## config.mk

```make
export PLATFORM = sky130hd
export DESIGN_NAME = reg_op_sequencer
export DESIGN_NICKNAME = d
export VERILOG_FILES = /design/src/rtl/reg_op_pkg.sv /design/src/rtl/reg_op_alu.sv /design/src/rtl/reg_op_sequencer.sv
export SDC_FILE = /design/constraint.sdc
export NUM_CORES = 1
export LEC_CHECK = 0
export ABC_AREA = 1
export CORE_MARGIN = 2
export CORE_UTILIZATION = 49
export DETAILED_ROUTE_END_ITERATION = 12
export PLACE_DENSITY = 0.68
export SLEW_MARGIN = 30
export SYNTH_ARGS = -nofsm -noshare
export SYNTH_HDL_FRONTEND = slang
export SYNTH_SLANG_ARGS = --single-unit
```

## constraint.sdc

```tcl
create_clock -name clk -period 6.4 [get_ports clk]
set_input_delay 0.64 -clock clk [delete_from_list [all_inputs] [get_ports clk]]
set_output_delay 0.64 -clock clk [all_outputs]
set_load 0.03 [all_outputs]
```

## src/rtl/reg_op_pkg.sv

```systemverilog
// reg_op_pkg: opcodes, FSM state encoding and flag bit positions shared by the sequencer and its ALU.
package reg_op_pkg;
  localparam logic [2:0] OP_ADD = 3'd0, OP_SUB = 3'd1, OP_AND = 3'd2, OP_ORR = 3'd3;
  localparam logic [2:0] OP_XOR = 3'd4, OP_MOV = 3'd5, OP_CMP = 3'd6, OP_CLR = 3'd7;
  localparam logic [1:0] S_IDLE = 2'd0, S_READ = 2'd1, S_EXEC = 2'd2, S_WRITE = 2'd3;
  localparam int FLAG_N = 3, FLAG_Z = 2, FLAG_C = 1, FLAG_V = 0;
endpackage

```

## src/rtl/reg_op_alu.sv

```systemverilog
// reg_op_alu: combinational ALU producing the result and {N,Z,C,V}; logic ops keep the incoming C/V.
module reg_op_alu
  import reg_op_pkg::*;
#(
  parameter int WIDTH = 32
) (
  input  logic [2:0]       opcode,
  input  logic [WIDTH-1:0] a,
  input  logic [WIDTH-1:0] b,
  input  logic             c_in,
  input  logic             v_in,
  output logic [WIDTH-1:0] result,
  output logic [3:0]       flags
);
  logic [WIDTH:0] sum, diff;
  logic c, v;
  assign sum  = {1'b0, a} + {1'b0, b};
  assign diff = {1'b0, a} - {1'b0, b};
  always_comb begin
    result = '0;
    c = c_in;
    v = v_in;
    case (opcode)
      OP_ADD: begin
        result = sum[WIDTH-1:0];
        c = sum[WIDTH];
        v = (a[WIDTH-1] == b[WIDTH-1]) && (result[WIDTH-1] != a[WIDTH-1]);
      end
      OP_SUB, OP_CMP: begin
        result = diff[WIDTH-1:0];
        c = ~diff[WIDTH];
        v = (a[WIDTH-1] != b[WIDTH-1]) && (result[WIDTH-1] != a[WIDTH-1]);
      end
      OP_AND: result = a & b;
      OP_ORR: result = a | b;
      OP_XOR: result = a ^ b;
      OP_MOV: result = b;
      default: result = '0;
    endcase
  end
  assign flags = {result[WIDTH-1], result == '0, c, v};
endmodule

```

## src/rtl/reg_op_sequencer.sv

```systemverilog
// reg_op_sequencer: IDLE/READ/EXEC/WRITE controller running one register-file ALU op per four cycles.
module reg_op_sequencer
  import reg_op_pkg::*;
#(
  parameter int WIDTH = 32
) (
  input  logic             clk,
  input  logic             rst_n,
  input  logic             op_valid,
  output logic             op_ready,
  input  logic [2:0]       opcode,
  input  logic [3:0]       rd_addr,
  input  logic [3:0]       rs1_addr,
  input  logic [3:0]       rs2_addr,
  input  logic [WIDTH-1:0] rf_rd1,
  input  logic [WIDTH-1:0] rf_rd2,
  output logic [3:0]       src1_addr,
  output logic [3:0]       src2_addr,
  output logic [3:0]       dest_addr,
  output logic [WIDTH-1:0] wr_data,
  output logic             wr_en,
  output logic             done,
  output logic [3:0]       flags
);
  logic [1:0] state;
  logic [2:0] op_q;
  logic [3:0] rd_q, rs1_q, rs2_q, new_flags, alu_flags;
  logic [WIDTH-1:0] a_q, b_q, alu_res;
  reg_op_alu #(.WIDTH(WIDTH)) u_alu (
    .opcode(op_q),
    .a     (a_q),
    .b     (b_q),
    .c_in  (flags[FLAG_C]),
    .v_in  (flags[FLAG_V]),
    .result(alu_res),
    .flags (alu_flags)
  );
  always_ff @(posedge clk or negedge rst_n) begin
    if (!rst_n) begin
      state     <= S_IDLE;
      op_q      <= '0;
      rd_q      <= '0;
      rs1_q     <= '0;
      rs2_q     <= '0;
      a_q       <= '0;
      b_q       <= '0;
      new_flags <= '0;
      dest_addr <= '0;
      wr_data   <= '0;
      flags     <= '0;
    end else begin
      case (state)
        S_IDLE: if (op_valid) begin
          op_q  <= opcode;
          rd_q  <= rd_addr;
          rs1_q <= rs1_addr;
          rs2_q <= rs2_addr;
          state <= S_READ;
        end
        S_READ: begin
          a_q   <= rf_rd1;
          b_q   <= rf_rd2;
          state <= S_EXEC;
        end
        S_EXEC: begin
          wr_data   <= alu_res;
          dest_addr <= rd_q;
          new_flags <= alu_flags;
          state     <= S_WRITE;
        end
        default: begin
          flags <= new_flags;
          state <= S_IDLE;
        end
      endcase
    end
  end
  assign op_ready  = state == S_IDLE;
  assign src1_addr = state == S_READ ? rs1_q : '0;
  assign src2_addr = state == S_READ ? rs2_q : '0;
  assign done      = state == S_WRITE;
  assign wr_en     = done && op_q != OP_CMP;
endmodule

```

==> summary.md <==
| Metric | Value |
|---|---|
| Most common cell in the netlist | nand2_1 |
| Synth top cells by count | nand2_1 (582), inv_1 (283), nand3_1 (166) |
| Worst Path Required | 5.76 ns |
| Yosys reg bits | 124 |
| FF+latch area | 3100 um2 |
| Top_reg_cell synth | dfrtp_1 |
| Number of synthesized flops with an enable pin | 0 |
| Syn-to-layout area delta | 17.4% |
| Period utilization | 47.0% |
| TritonCTS clock tree | yes |
| Critical path type | register to output port |
| Layout Nets | 2074 |
| Detailed-route DRC error count | 0 |
| CTS Hold Bufs | 0 |
| Fin crit period | 3.01 ns |
| Slew HR | 36.6% |
| Remaining Overflow, GRT | 0 |
| Clock transition at path regs | 0.07 ns |
| Critical Path, Cell by Cell | inv_1 > ha_4 > nand2_1 > inv_1 > clkdlybuf4s50_1 |
| DR iter-0 viols | 1038 |
| Postcts setup bufs | 0 |
| Area leader, netlist | dfrtp_1 |
| CTS Buf Count | 17 |
| CP endpoint kind | output port |
| Drt wl/cell | 18.1 um |
| Antenna Nets Post-Route | 0 |
| Initial core utilization | 50.1% |
| Clock Tree Buf Depth | 2 |
| Slew Limit Fails | 0 |
| Post-Layout Cell Count | 2178 |
| Port buffer count | 132 |
| Final worst slack | 3.39 ns |
| Synth top area cells | dfrtp_1 (27%), nand2_1 (19%), ha_1 (12%) |
| Dpl ws | 3.51 ns |
| Max incr delay on CP | 0.66 ns |
| Diodes inserted | 0 |
| Crit-path most repeated cell | inv_1 |
| # clock sinks | 124 |
| Post_cts resized | 0 |
| CP top delay family | buffers and inverters |
| Root buffer cell | clkbuf_16 |
| Vias after detailed routing | 11900 |
| Worst Tran Pin Value | 0.948 ns |
| Die ar. | 24400 um2 |
| Fillcell total | 2266 |
| Num ports | 133 |
| Die Wd | 156 um |
| Pre-Repair DR Iteration Count | 8 |
| Vias in the first global route | 11400 |
| Clk_lat worst skew | 0.44 ns |
| Endpoints failing hold | 0 |
| CP bufs+invs | 3 |
| RSZ-0062 raised after global routing | no |
| Crit path max-delay cell type | clkdlybuf4s50_1 |
| # rows | 55 |
| CTS H-Tree Depth | 4 |
| Fin Setup TNS | 0 ns |
| Mapped Area | 11300 um2 |
| Pin count of the biggest net entering global routing | 78 |
| Synth warnings | 0 |
| Maximum fanout along the worst path | 60 |
| Register area share after synthesis | 27.4% |
| Die Y | 156 um |
| Via/cell ratio | 5.45 |
| Layout cells sized above 1 | 3.86% |
| Final setup vio count | 0 |
| Status | complete, no violations |
| Hold crit path type | primary input to async pin |
| Total of max-cap violations | 0 |
| Overall global routing resource usage | 32.8% |
| Syn avg cell area | 6.31 um2 |
| Fin util | 58.8% |
| First-pass GRT wire length | 61600 um |
| Post-synthesis cell type count | 36 |
| CP arrival | 2.37 ns |
| Clk_skew | 0.0165 ns |
| Post-synth top area share | 27.4% |
| Ys async rst share | 100% |
| Post-Route WL | 39400 um |
| Maximum clock frequency | 0.332 GHz |
| Multi-input gate area | 6810 um2 |
| Initial antenna violation count | 0 |
| Cells after Synth | 1795 |
| Setup crit start kind | register |
| Total core area | 22600 um2 |
| Detailed placement HPWL | 30400 um |
| GPL Wtd Cong | 0.999 |
| Placed Cells | 2146 |
| Mapped Nets | 1989 |
[worst reg2reg max path: stages, from the launching register on]
cell and delay, ns:
dfrtp_1 0.38, inv_1 0.06, ha_1 0.49, nand2_1 0.20
nor2_1 0.31, nand3_1 0.20, nand3_1 0.23, nand3_1 0.16
nand2_1 0.09, nand2_1 0.05, nand3_1 0.09, nand3_1 0.21
nor2_1 0.16, nand2_1 0.08, nor2_1 0.10, nand3_1 0.07
nand2_1 0.06
[cells in the final DEF (no fill, tap or decap), types with 24 or more instances in the layout]
cell             instances
nand4_1                 24
nand3_1                166
inv_1                  283
nand2_1                581
clkdlybuf4s50_1        131
o22ai_1                 36
o21ai_0                 93
dfrtp_1                124
nor2_1                 154
ha_1                   109
a21oi_1                 68
[per-stage QoR]
step                cell area (um2)  hold WS [ns]
finish                        13300         0.243
global placement              12700         0.452
global route                  13300         0.304
floorplan                     11300         0.344
detailed placement            12700         0.463
CTS                           13300         0.273
[final timing paths]
| path | from | endpoint | slack, ns | cells past startpoint |
|---|---|---|---|---|
| min in group clk | rd_q[3] | dest_addr[3] | 0.48 | 2 |
| setup / recovery | state[1] | src2_addr[3] | 3.39 | 5 |
| hold / removal | rst_n | b_q[8] | 0.24 | 1 |
| hold reg to reg | rd_q[3] | dest_addr[3] | 0.48 | 2 |
| setup reg to reg | a_q[9] | new_flags[2] | 3.39 | 16 |
| max in group asynchronous | rst_n | wr_data[24] | 5.06 | 2 |
[metal layers]
metal | routed length, um | GRT usage [%] | share of wire, % | up-vias
met5 | 0 | 0 | 0 | -
met4 | 2050 | 16.4 | 5.2 | 0
met3 | 2710 | 5.14 | 6.9 | 116
met2 | 17600 | 52.5 | 45 | 503
met1 | 17000 | 43.3 | 43 | 5409
li1 | - | - | - | 5841
[layout make-up]
type | instances | area share, %
multi-input cells | 1309 | 51.2
clock inverters | 14 | 1.09
clock buffers | 18 | 3.30
well taps | 285 | 2.68
inverters | 290 | 8.18
flip-flops and latches | 124 | 23.3
repair buffers | 138 | 10.3
[state kept, by name, indices dropped and copies added, names as in the netlist]
register,count
op_q,3
rd_q,4
rs1_q,4
wr_data,32
state,2
dest_addr,4
rs2_q,4
new_flags,3
a_q,32
b_q,32
flags,4
[cells by family (layout without fill, tap and decap cells)]
logic type | after synthesis | after routing | share of synthesized area, %
xor+xnor | 2 | 2 | 0.155
fa+ha+maj | 112 | 112 | 12.5
mux | 15 | 15 | 1.49
flops | 124 | 124 | 27.4
compound gates | 233 | 233 | 11.6
simple gates | 947 | 947 | 34.2
buf+inv | 362 | 460 | 12.7
Power is left out: the tool's default activity adds up to more than one toggle a clock period on the data nets, which glitch-free logic cannot reach.
